$ cat config.mk
export PLATFORM = sky130hd
export DESIGN_NAME = cpu_seq_ctrl
export DESIGN_NICKNAME = d
export VERILOG_FILES = /design/src/rtl/cpu_seq_pkg.sv /design/src/rtl/cpu_seq_progmem.sv /design/src/rtl/cpu_seq_ctrl.sv
export SDC_FILE = /design/constraint.sdc
export NUM_CORES = 1
export LEC_CHECK = 0
export CAP_MARGIN = 20
export CELL_PAD_IN_SITES_DETAIL_PLACEMENT = 1
export CELL_PAD_IN_SITES_GLOBAL_PLACEMENT = 1
export CORE_MARGIN = 2
export CORE_UTILIZATION = 53
export CTS_BUF_LIST = sky130_fd_sc_hd__clkbuf_8
export DETAILED_ROUTE_END_ITERATION = 6
export GPL_TIMING_DRIVEN = 0
export PLACE_DENSITY = 0.85
export SYNTH_ARGS = -nofsm -noshare
export SYNTH_HDL_FRONTEND = slang
export SYNTH_HIERARCHICAL = 1
export SYNTH_SLANG_ARGS = --single-unit
$ cat constraint.sdc
create_clock -name CLK -period 6.8 [get_ports CLK]
set_input_delay 2.04 -clock CLK [delete_from_list [all_inputs] [get_ports CLK]]
set_output_delay 2.04 -clock CLK [all_outputs]
set_load 0.03 [all_outputs]
$ cat src/rtl/cpu_seq_pkg.sv
// Shared definitions for the stored-program sequencer: instruction fields,
// opcodes and the controller state encoding.
package cpu_seq_pkg;

    localparam int WORD_W   = 9;
    localparam int OPC_HI   = 8;
    localparam int OPC_LO   = 7;
    localparam int OPND_W   = 7;

    typedef enum logic [1:0] {
        OP_ADD  = 2'b00,
        OP_SUB  = 2'b01,
        OP_LDI  = 2'b10,
        OP_HALT = 2'b11
    } opcode_e;

    typedef enum logic [1:0] {
        IDLE  = 2'b00,
        FETCH = 2'b01,
        EXEC  = 2'b10,
        HALT  = 2'b11
    } state_e;

    function automatic opcode_e get_opcode(input logic [WORD_W-1:0] word);
        return opcode_e'(word[OPC_HI:OPC_LO]);
    endfunction

    function automatic logic [OPND_W-1:0] get_operand(input logic [WORD_W-1:0] word);
        return word[OPND_W-1:0];
    endfunction

endpackage

$ cat src/rtl/cpu_seq_progmem.sv
// Instruction store: DEPTH x 9 register array with one synchronous write
// port and one asynchronous read port. Contents are deliberately not reset;
// the controller's word count decides which slots are valid.
module cpu_seq_progmem
    import cpu_seq_pkg::*;
#(
    parameter int DEPTH  = 8,
    parameter int ADDR_W = $clog2(DEPTH)
) (
    input  logic                CLK,
    input  logic                i_we,
    input  logic [ADDR_W-1:0]   i_waddr,
    input  logic [WORD_W-1:0]   i_wdata,
    input  logic [ADDR_W-1:0]   i_raddr,
    output logic [WORD_W-1:0]   o_rdata
);

    logic [WORD_W-1:0] r_mem [DEPTH];

    // Store an accepted load word.
    always_ff @(posedge CLK) begin
        if (i_we) begin
            r_mem[i_waddr] <= i_wdata;
        end
    end

    assign o_rdata = r_mem[i_raddr];

endmodule

$ cat src/rtl/cpu_seq_ctrl.sv
// Program sequencer for the 9-bit accumulator datapath. Words are loaded into
// a small store, then executed one per two cycles (FETCH, EXEC), driving the
// datapath strobe and mux selects from registered outputs.
//
// state | meaning
// IDLE  | accepting loads; start launches a run, clear empties the store
// FETCH | read word at pc, prepare registered datapath outputs
// EXEC  | datapath outputs valid; advance pc or stop
// HALT  | program finished; start re-runs, clear empties the store
module cpu_seq_ctrl
    import cpu_seq_pkg::*;
#(
    parameter int DEPTH  = 8,
    parameter int ADDR_W = $clog2(DEPTH)
) (
    input  logic                CLK,
    input  logic                RESET,
    input  logic                load_valid,
    input  logic [8:0]          load_data,
    output logic                load_ready,
    input  logic                clear,
    input  logic                start,
    output logic                busy,
    output logic                halted,
    output logic [ADDR_W-1:0]   pc,
    output logic [ADDR_W:0]     count,
    output logic [8:0]          dp_data,
    output logic                dp_write_en,
    output logic                dp_is_add,
    output logic                dp_is_imm,
    output logic [7:0]          dp_imm
);

    localparam logic [ADDR_W:0] L_DEPTH = (ADDR_W+1)'(DEPTH);

    state_e              r_state;
    logic [ADDR_W-1:0]   r_pc;
    logic [ADDR_W:0]     r_count;
    opcode_e             r_ir_op;
    logic [8:0]          r_dp_data;
    logic                r_dp_write_en;
    logic                r_dp_is_add;
    logic                r_dp_is_imm;
    logic [7:0]          r_dp_imm;

    logic                w_ctl_state;
    logic                w_load_ok;
    logic                w_load_acc;
    logic                w_clear;
    logic                w_start_go;
    logic                w_mem_we;
    logic                w_last;
    logic [WORD_W-1:0]   w_rdata;
    opcode_e             w_op;
    logic [OPND_W-1:0]   w_operand;

    cpu_seq_progmem #(
        .DEPTH  (DEPTH),
        .ADDR_W (ADDR_W)
    ) u_progmem (
        .CLK     (CLK),
        .i_we    (w_mem_we),
        .i_waddr (r_count[ADDR_W-1:0]),
        .i_wdata (load_data),
        .i_raddr (r_pc),
        .o_rdata (w_rdata)
    );

    // Handshake and command qualification. clear beats both start and a
    // same-cycle load; a word accepted alongside start is part of the run.
    always_comb begin
        w_ctl_state = (r_state == IDLE) || (r_state == HALT);
        w_load_ok   = (r_state == IDLE) && (r_count < L_DEPTH);
        w_load_acc  = load_valid && w_load_ok;
        w_clear     = clear && w_ctl_state;
        w_mem_we    = w_load_acc && !w_clear;
        w_start_go  = start && w_ctl_state && !w_clear &&
                      ((r_count != '0) || w_load_acc);
        w_last      = ({1'b0, r_pc} == (r_count - (ADDR_W+1)'(1)));
        w_op        = get_opcode(w_rdata);
        w_operand   = get_operand(w_rdata);
    end

    // Sequencer FSM with registered datapath outputs, valid only in EXEC.
    always_ff @(posedge CLK or posedge RESET) begin
        if (RESET) begin
            r_state       <= IDLE;
            r_pc          <= '0;
            r_count       <= '0;
            r_ir_op       <= OP_ADD;
            r_dp_data     <= '0;
            r_dp_write_en <= 1'b0;
            r_dp_is_add   <= 1'b0;
            r_dp_is_imm   <= 1'b0;
            r_dp_imm      <= '0;
        end else begin
            case (r_state)
                IDLE, HALT: begin
                    if (w_clear) begin
                        r_count <= '0;
                        r_pc    <= '0;
                        r_state <= IDLE;
                    end else begin
                        if (w_load_acc) begin
                            r_count <= r_count + (ADDR_W+1)'(1);
                        end
                        if (w_start_go) begin
                            r_pc    <= '0;
                            r_state <= FETCH;
                        end
                    end
                end
                FETCH: begin
                    r_ir_op       <= w_op;
                    r_dp_write_en <= (w_op != OP_HALT);
                    r_dp_is_add   <= (w_op == OP_ADD);
                    r_dp_is_imm   <= (w_op == OP_LDI);
                    r_dp_data     <= ((w_op == OP_ADD) || (w_op == OP_SUB)) ?
                                     {2'b00, w_operand} : 9'd0;
                    r_dp_imm      <= (w_op == OP_LDI) ? {1'b0, w_operand} : 8'd0;
                    r_state       <= EXEC;
                end
                EXEC: begin
                    r_dp_data     <= '0;
                    r_dp_write_en <= 1'b0;
                    r_dp_is_add   <= 1'b0;
                    r_dp_is_imm   <= 1'b0;
                    r_dp_imm      <= '0;
                    if ((r_ir_op == OP_HALT) || w_last) begin
                        r_state <= HALT;
                    end else begin
                        r_pc    <= r_pc + ADDR_W'(1);
                        r_state <= FETCH;
                    end
                end
                default: r_state <= IDLE;
            endcase
        end
    end

    assign load_ready  = w_load_ok;
    assign busy        = (r_state == FETCH) || (r_state == EXEC);
    assign halted      = (r_state == HALT);
    assign pc          = r_pc;
    assign count       = r_count;
    assign dp_data     = r_dp_data;
    assign dp_write_en = r_dp_write_en;
    assign dp_is_add   = r_dp_is_add;
    assign dp_is_imm   = r_dp_is_imm;
    assign dp_imm      = r_dp_imm;

endmodule

==> impl_summary.md, run 1 <==
STA
Derived from the worst setup path, the maximum achievable clock frequency is around 0.24 GHz. Setup repair after global routing left no endpoint under its margin. In the finished design, the share of the clock period the worst path needs comes to between 60% and 70%. In the post-route analysis, the smallest setup slack over all paths is roughly 2600 ps. Between clock sinks in the finished design, the worst skew comes to just under 8 ps. The number of hold violations in the final report came to 0. The minimum period implied by the final worst setup slack is 4200 ps. The number of max-slew violations in the final report came to 0. For the pin with the worst max-slew slack, the measured transition is around 1100 ps. The remaining max-slew budget at the tightest pin is between 20% and 30%. The tightest hold path in the finished design has a slack of between 400 and 500 ps. Adding up every negative setup slack in the final design gives 0 ps. Setup violations remaining at the end of the flow were counted as 0.

Yosys
The count of distinct cell types in the synthesized netlist is 44. In this run the cell area of the synthesized design comes to 0.004250 mm^2. Synthesis inferred 100 register bits. Summing the sequential cell areas from Yosys gives between 60% and 70% of the chip area. Each instance of the synthesized netlist takes up on average around 17 um^2. Synthesis produced a netlist whose cell count is approximately 260. For this run, the number of Yosys warnings is 6.

Power
The power density relative to cell area is ~380 mW/mm^2. Internal power comes to about 1.3 mW. In this run, the combinational gates consume between 30% and 40% of the power. Sequential cells burn about 41% of the power. IR analysis of the VDD net gives a maximum drop of 0.0001781 V.

Of the total power, the clock network draws 20.9%. The net switching power figure is around 680 uW. The total chip power is between 1.5 and 2 mW. The leakage component of the power is 1.829 nW. The switching portion of total power is 35.24%.

Routing
The total wire length is between 9000 and 10000 um. After the first detailed-routing iteration, the DRC count stood at 96. The overall via count from detail_route is between 2000 and 2500. For this run, design rule violations remaining after detail routing come to 0. Dividing the detail-routed via count by the number of cells gives between 5 and 6. The number of detailed-routing iterations run before antenna repair is 4. The remaining antenna violation count after routing is 0. After detailed routing, the average wire length per cell comes to about 22 um.

CTS
The clock root buffer master is clkbuf_8. After clock tree synthesis, the clock-pin slew on the worst setup and hold paths is roughly 90 ps. The H-tree was split into 3 levels. In this run, post-CTS hold repair placed 0 buffers. The tree built by TritonCTS fans out to 100 sinks. The number of gates resized after CTS is 0. The clock latency on the worst-skew pair is around 360 ps. The total clock buffers created by CTS is 9. The buffer count from post-CTS setup fixing is 0.

The clock passes through at most 2 buffers. TritonCTS built the clock tree.

Critical path
For the worst setup path, the data required time is slightly below 7000 ps. STA classifies the critical path endpoint as a flop. The register-to-register setup slack is around 3800 ps.

By startpoint and endpoint, the worst setup path is classified as in2reg. The beginning of the worst register-to-register path is pc[2]. Of all nets on the critical path, the largest fanout is 9.

The worst register-to-register path ends at dp_imm[5]. Data on the critical path arrives at its endpoint at roughly 4200 ps. The number of cells on the worst reg-to-reg path is 6.

STA classifies the critical path startpoint as a primary input.

Die
The die covers around 0.0088 mm^2. For this design the top-level I/O count stands at 44. The floorplan has 32 rows.

The y dimension of the die is between 90 and 100 um. The area of the core is 0.007767 mm^2. The die is a little over 90 um wide.

The effective utilization at floorplan is a little over half.

Layout
The most common library cell in the layout ignoring fill and taps is edfxtp_1. In the layout the commonest cells are edfxtp_1, clkdlybuf4s50_1, dfrtp_1. The final instance area is 0.005037 mm^2. 0 antenna diodes ended up in the layout.

The number of filler cells placed in the layout is about 700. For this run, the post-layout net count is about 330. The growth of design area from synthesis to finish is 18.52%. The count of placed standard cells in the final layout, fillers left out is about 420. The ratio of cells with drive above 1 in the final layout is between 10% and 20%. The end-of-flow core utilization is approximately two thirds.

Flow run
The max-cap check violation count is 0.

Global routing
The first-pass GRT wire length is approximately 14000 um. The overall track demand over capacity in global routing is between 20% and 30%. The overall overflow remaining after global route is 0.

The initial antenna violation count is 0. The number of global-route vias before repair is between 2000 and 3000. Entering global routing, the biggest net connects 29 pins.

Hold path
The path class of the tightest hold or removal check is reg2reg. For hold timing, the worst endpoint is dp_is_imm. Counting instances, the worst hold path has a depth of 1. The origin of the worst min-delay path is dp_is_imm.

Place
The port buffer count is 40. The placement-stage worst setup slack is approximately 2200 ps. The placed cell count is 400.

The placed instance area is 0.004796 mm^2. The global placement routability congestion is just under 0.8. Detailed placement finished with a half-perimeter wire length of 6342 um.

Outcome
The run finished with clean final reports.
==> registers in the layout, summed over array words and instances, names as in the netlist, 2 cells and up <==
signal and flops:
u_progmem/r_mem 72, count 4, dp_imm 7, r_ir_op 2
r_state 2, dp_data 7, pc 3
==> critical path: stages <==
cell and delay, ps:
clkdlybuf4s50_1 480, and2_1 120, clkbuf_1 270, nor2b_1 260
nand2_1 160, nor2_1 860
==> area by class of cell <==
class	count	area, um^2	area share, %
inverter	18	67.56	1.341
multi-input combinational	127	1251	24.84
tap	102	127.6	2.534
timing repair buffer	41	427.9	8.495
clock inverter	7	90.09	1.788
buffer	13	86.33	1.714
clock buffer	9	123.9	2.459
sequential	100	2863	56.83
==> metal layers <==
layer / GRT usage [%] / vias to the layer above / part of all wire [%]
met2: 39.87 / 67 / 53
li1: - / 1094 / -
met5: 0 / - / 0
met1: 29.14 / 1244 / 41
met3: 3.707 / 11 / 4.3
met4: 7.367 / 0 / 1.3
==> power by group through the flow <==
stage                     Clock, mW  Sequential, mW  Combinational [mW]
after floorplan                   0           0.889               0.397
after global placement            0           0.804               0.701
after detailed placement          0           0.813               0.726
after CTS                     0.414           0.800               0.734
after global routing          0.432           0.809               0.790
final                         0.405           0.799               0.733
==> cells by family after synthesis <==
group	Yosys count	synth area share (%)
adder cells (fa/ha/maj)	7	2.061
other	1	0.08823
buffers and inverters	31	3.621
XOR/XNOR	3	0.6183
AND/OR/NAND/NOR	47	5.446
AO/OA/AOI/OAI	35	6.006
multiplexers	32	14.81
flip-flops	100	67.35
==> worst max-delay path by stage <==
stage | cells past startpoint | slack (ps) | from | end
5_1_grt | 6 | 2520 | load_valid | u_progmem/r_mem[7][3]
3_5_place_dp | 6 | 2220 | load_valid | u_progmem/r_mem[5][0]
6_report | 6 | 2600 | load_valid | u_progmem/r_mem[7][3]
2_1_floorplan | 5 | 3100 | load_valid | u_progmem/r_mem[4][0]
4_1_cts | 6 | 2640 | load_valid | u_progmem/r_mem[6][3]
3_3_place_gp | 6 | 1950 | load_valid | u_progmem/r_mem[4][3]
==> synthesized netlist by cell type <==
| cell | number | area share, % |
|---|---|---|
| o21ai_0 | 11 | 1.3 |
| ha_1 | 7 | 2.1 |
| buf_12 | 1 | 0.47 |
| nand2b_1 | 3 | 0.44 |
| a31oi_1 | 1 | 0.15 |
| and2_1 | 1 | 0.15 |
| o221ai_1 | 1 | 0.21 |
| xnor2_1 | 2 | 0.41 |
| o41ai_2 | 1 | 0.38 |
| a211oi_1 | 1 | 0.18 |
| nor4_1 | 1 | 0.15 |
| conb_1 | 1 | 0.088 |
| buf_2 | 2 | 0.24 |
| buf_6 | 1 | 0.26 |
| buf_4 | 3 | 0.53 |
| nor2_1 | 12 | 1.1 |
| clkbuf_1 | 5 | 0.44 |
| xor2_1 | 1 | 0.21 |
| mux2_2 | 13 | 3.4 |
| a22o_2 | 1 | 0.24 |
| nand4_1 | 1 | 0.15 |
| a32o_1 | 1 | 0.24 |
| dfrtp_1 | 28 | 16 |
| nor3_1 | 4 | 0.47 |
| mux4_1 | 18 | 11 |
| edfxtp_1 | 72 | 51 |
| o41ai_1 | 1 | 0.21 |
| nor2b_1 | 3 | 0.44 |
| mux2i_1 | 1 | 0.24 |
| a21oi_1 | 3 | 0.35 |
| o21bai_1 | 1 | 0.18 |
| inv_1 | 18 | 1.6 |
| a21o_1 | 1 | 0.18 |
| a21oi_2 | 1 | 0.21 |
| a2bb2oi_1 | 1 | 0.21 |
| a22o_1 | 7 | 1.4 |
| buf_1 | 1 | 0.088 |
| nand2_1 | 10 | 0.88 |
| and3_4 | 1 | 0.26 |
| or4b_1 | 1 | 0.24 |
| o31ai_1 | 2 | 0.35 |
| o31a_1 | 1 | 0.21 |
| or2_2 | 1 | 0.15 |
| nand3_1 | 9 | 1.1 |
(Power assumes the default switching activity.)
==> run 2: changes to the inputs <==
--- a/config.mk
+++ b/config.mk
@@ -9,11 +9,11 @@
 export CELL_PAD_IN_SITES_DETAIL_PLACEMENT = 1
 export CELL_PAD_IN_SITES_GLOBAL_PLACEMENT = 1
 export CORE_MARGIN = 2
-export CORE_UTILIZATION = 53
+export CORE_UTILIZATION = 45
 export CTS_BUF_LIST = sky130_fd_sc_hd__clkbuf_8
 export DETAILED_ROUTE_END_ITERATION = 6
 export GPL_TIMING_DRIVEN = 0
-export PLACE_DENSITY = 0.85
+export PLACE_DENSITY = 0.76
 export SYNTH_ARGS = -nofsm -noshare
 export SYNTH_HDL_FRONTEND = slang
 export SYNTH_HIERARCHICAL = 1
==> constraint.sdc (replaced) <==
create_clock -name CLK -period 3.6 [get_ports CLK]
set_input_delay 1.08 -clock CLK [delete_from_list [all_inputs] [get_ports CLK]]
set_output_delay 1.08 -clock CLK [all_outputs]
set_load 0.03 [all_outputs]
==> run 2 against run 1 <==
Net effect:
- via count decreased by 5.1%
- clock skew increased by 11 ps
- clock power increased by 87%
- first-iteration DRC count increased by 10%
- critical endpoint is now u_progmem/r_mem[5][7]
==> impl_summary.md, run 2 (synthesis results as in run 1) <==
Place
Before CTS, the worst setup slack after placement is ~43 ps. Once detailed placement completed, the half-perimeter wirelength came to approximately 5700 um. The placed cell count is 409. The placed instance area is a little under 0.005 mm^2.

Port buffering added 40 buffers. At the end of routability-driven placement, the weighted congestion stood at approximately 0.75.

Critical path
The capture point of the worst path is u_progmem/r_mem[5][7]. The critical path is of the in2reg type. The startpoint of the most critical setup path is load_valid. The count of buffering cells on the critical path with inverters included is 2. In this run the critical register-to-register path is launched from pc[2]. The endpoint type of the worst setup path is a flop. The slowest stage of the critical path belongs to the cell nor2_1. The category of cells accounting for the largest share of critical-path delay is simple AND/OR/NAND/NOR gates.

The worst setup path is launched from a primary input. In this run the register-to-register setup slack is ~550 ps. The number of logic stages on the critical path including buffering is 6. At the worst endpoint, the arrival time is just over 3000 ps. In this design, the stage delay of the slowest critical-path cell is ~790 ps. The endpoint identified for the worst register-to-register timing path is dp_imm[5]. STA puts the critical path data required time at between 3000 and 4000 ps. The worst-case reg-to-reg path depth is 6.

The critical path goes through clkdlybuf4s50_1 -> and2_1 -> clkbuf_1 -> nor2b_1 -> nand2_1 -> nor2_1. Of all nets on the critical path, the largest fanout is 9.

Routing
After detailed routing, the number of vias per cell comes to ~5.4. For this block, the via count after detailed routing is 2292. Before antenna repair, the detailed router went through 4 iterations.

The number of remaining DRC errors is 0. The total wire length is roughly 8200 um. Dividing the detail-routed wire length by the instance count gives about 19 um.

The remaining antenna violation count after routing is 0. For this block, the initial DRC count from the detailed router was around 110.

Layout
With fillers left out, the area of the finished cells amounts to just over 0.005 mm^2. The most common library cell in the layout ignoring fill and taps is edfxtp_1. The final layout net count is between 300 and 400.

The antenna cell count is 0. In the layout the commonest cells are edfxtp_1, clkdlybuf4s50_1, dfrtp_1. The growth of design area from synthesis to finish is 18.72%. The number of flip-flops under the largest register name is 72. The count of placed standard cells in the final layout, fillers left out is between 400 and 500.

The post-route netlist has roughly 14% of its cells at a drive strength greater than 1. The register with the highest flop count is u_progmem/r_mem.

CTS
The maximum level of the CTS H-tree is 3. Post-CTS timing repair inserted 0 buffers for setup. The maximum clock path buffer count is 2.

The clock tree from TritonCTS is built. The number of gates resized after CTS is 0. The clock sink count is 100. The clock latency on the worst-skew pair is 370 ps. Counting the buffers created by CTS gives 9. After clock tree synthesis, the clock-pin slew on the worst setup and hold paths is 100 ps.

The number of hold buffers added after CTS was 0. The root buffer cell chosen for the clock tree is clkbuf_8.

Die
The die covers slightly above 0.01 mm^2. The effective utilization at floorplan is 46.22%. The area of the core is about 0.009 mm^2. From left edge to right edge, the die measures between 100 and 150 um.

The die is between 100 and 150 um tall. The number of top-level design ports is 44. After floorplanning, the core was divided into 35 placement rows.

Power
The share of total power dissipated in the clock network is between 20% and 30%. The analysis attributes to cell leakage a power of about 1.8 nW. The peak ir drop on the vdd network is around 0.00025 V. Dividing total power by cell area gives a power density of about 700 mW/mm^2. For this design the total switching power over the nets is 1.304 mW. The design internal power is 2.319 mW.

Combinational cells account for between 30% and 40% of the total power. Sequential cells burn 41.5% of the power. The switching portion of total power is between 30% and 40%.

STA
In the finished design, the share of the clock period the worst path needs comes to ~87%. The number of max-slew violations in the final report is 0. On the final layout, the worst clock skew is 18.98 ps.

Setup violations remaining at the end of the flow were counted as 0. The minimum period implied by the final worst setup slack is between 3000 and 4000 ps. The measured slew at the worst slew-check pin is just under 1000 ps. Measured against its own limit, the worst slew margin works out to between 30% and 40%. Setup repair after global routing left no endpoint under its margin. The number of hold violations in the final report was 0. After layout, the worst setup slack is around 470 ps. Static timing analysis puts the maximum clock frequency at 0.3199 GHz.

Global routing
Entering global routing, the biggest net connects 29 pins. For this run, the total global-route usage over all layers was measured as between 10% and 20%. The first-pass GRT wire length is 13150 um. The number of global-route vias before repair is around 2400.

The initial antenna violation count is 0. Global routing consumed, on the met2 layer, a little under 30% of the routing resources. For met3 alone, demand over resource in global routing was 2.484%. The overall overflow remaining after global route is 0. For this run, global-route usage on met1 was measured as a little under a quarter. After global routing, the most crowded layer is met2.

Hold path
The path class of the lowest-slack min-delay path is reg2reg.

Flow run
The max-cap check violation count is 0.

Outcome
The run finished with clean final reports.
==> run 2: changes by cell type in the layout (fill, tap and decap cells not counted), sizes merged <==
cell,delta
bufinv,-1
clkinv,-1
inv,+2
==> run 2: worst min path at each step <==
stage | from | endpoint | cells after the start
global route | dp_is_imm | dp_is_imm | 1
finish | dp_is_imm | dp_is_imm | 1
floorplan | r_ir_op[0] | r_ir_op[0] | 1
CTS | dp_is_imm | dp_is_imm | 1
detailed placement | dp_is_imm | dp_is_imm | 1
global placement | dp_is_imm | dp_is_imm | 1
==> run 2: worst reg2reg max path, stage by stage (launching register included) <==
cell and delay (ps):
dfrtp_1 480, clkbuf_1 460, buf_2 360, mux4_1 350, mux2_2 340, nor3_1 780, a22o_1 230
==> run 2: final cells by class <==
| class | instances | area (um^2) |
|---|---|---|
| clock inverter | 7 | 87.58 |
| fill | 890 | 4150 |
| buffer | 13 | 86.33 |
| inverter | 18 | 67.56 |
| sequential | 100 | 2863 |
| tap | 111 | 138.9 |
| timing repair buffer | 41 | 427.9 |
| multi-input combinational | 127 | 1251 |
| clock buffer | 9 | 123.9 |
==> run 2: layer usage <==
metal / up-vias / wire (um) / part of all wire (%)
met1: 1139 / 3772 / 46
li1: 1096 / - / -
met2: 45 / 4043 / 49
met3: 12 / 217 / 2.6
met5: - / 0 / 0
met4: 0 / 174 / 2.1
==> run 2: stage by stage <==
| stage | setup TNS (ps) | util (%) | hold slack (ps) | total power, mW |
|---|---|---|---|---|
| 2_1_floorplan | 0 | - | 480.4 | 2.429 |
| 3_3_place_gp | -6122 | 52.16 | 470.0 | 2.855 |
| 3_5_place_dp | 0 | 52.27 | 476.5 | 2.900 |
| 4_1_cts | 0 | 54.57 | 501.2 | 3.654 |
| 5_1_grt | 0 | 54.87 | 530.4 | 3.821 |
| 6_report | 0 | 54.87 | 495.7 | 3.623 |
==> run 2: power by group through the flow <==
stage	sequential [mW]	combinational [mW]	clock, mW
6_report	1.50	1.36	0.758
5_1_grt	1.52	1.48	0.812
4_1_cts	1.51	1.37	0.774
3_5_place_dp	1.53	1.37	0
3_3_place_gp	1.52	1.34	0
2_1_floorplan	1.68	0.749	0
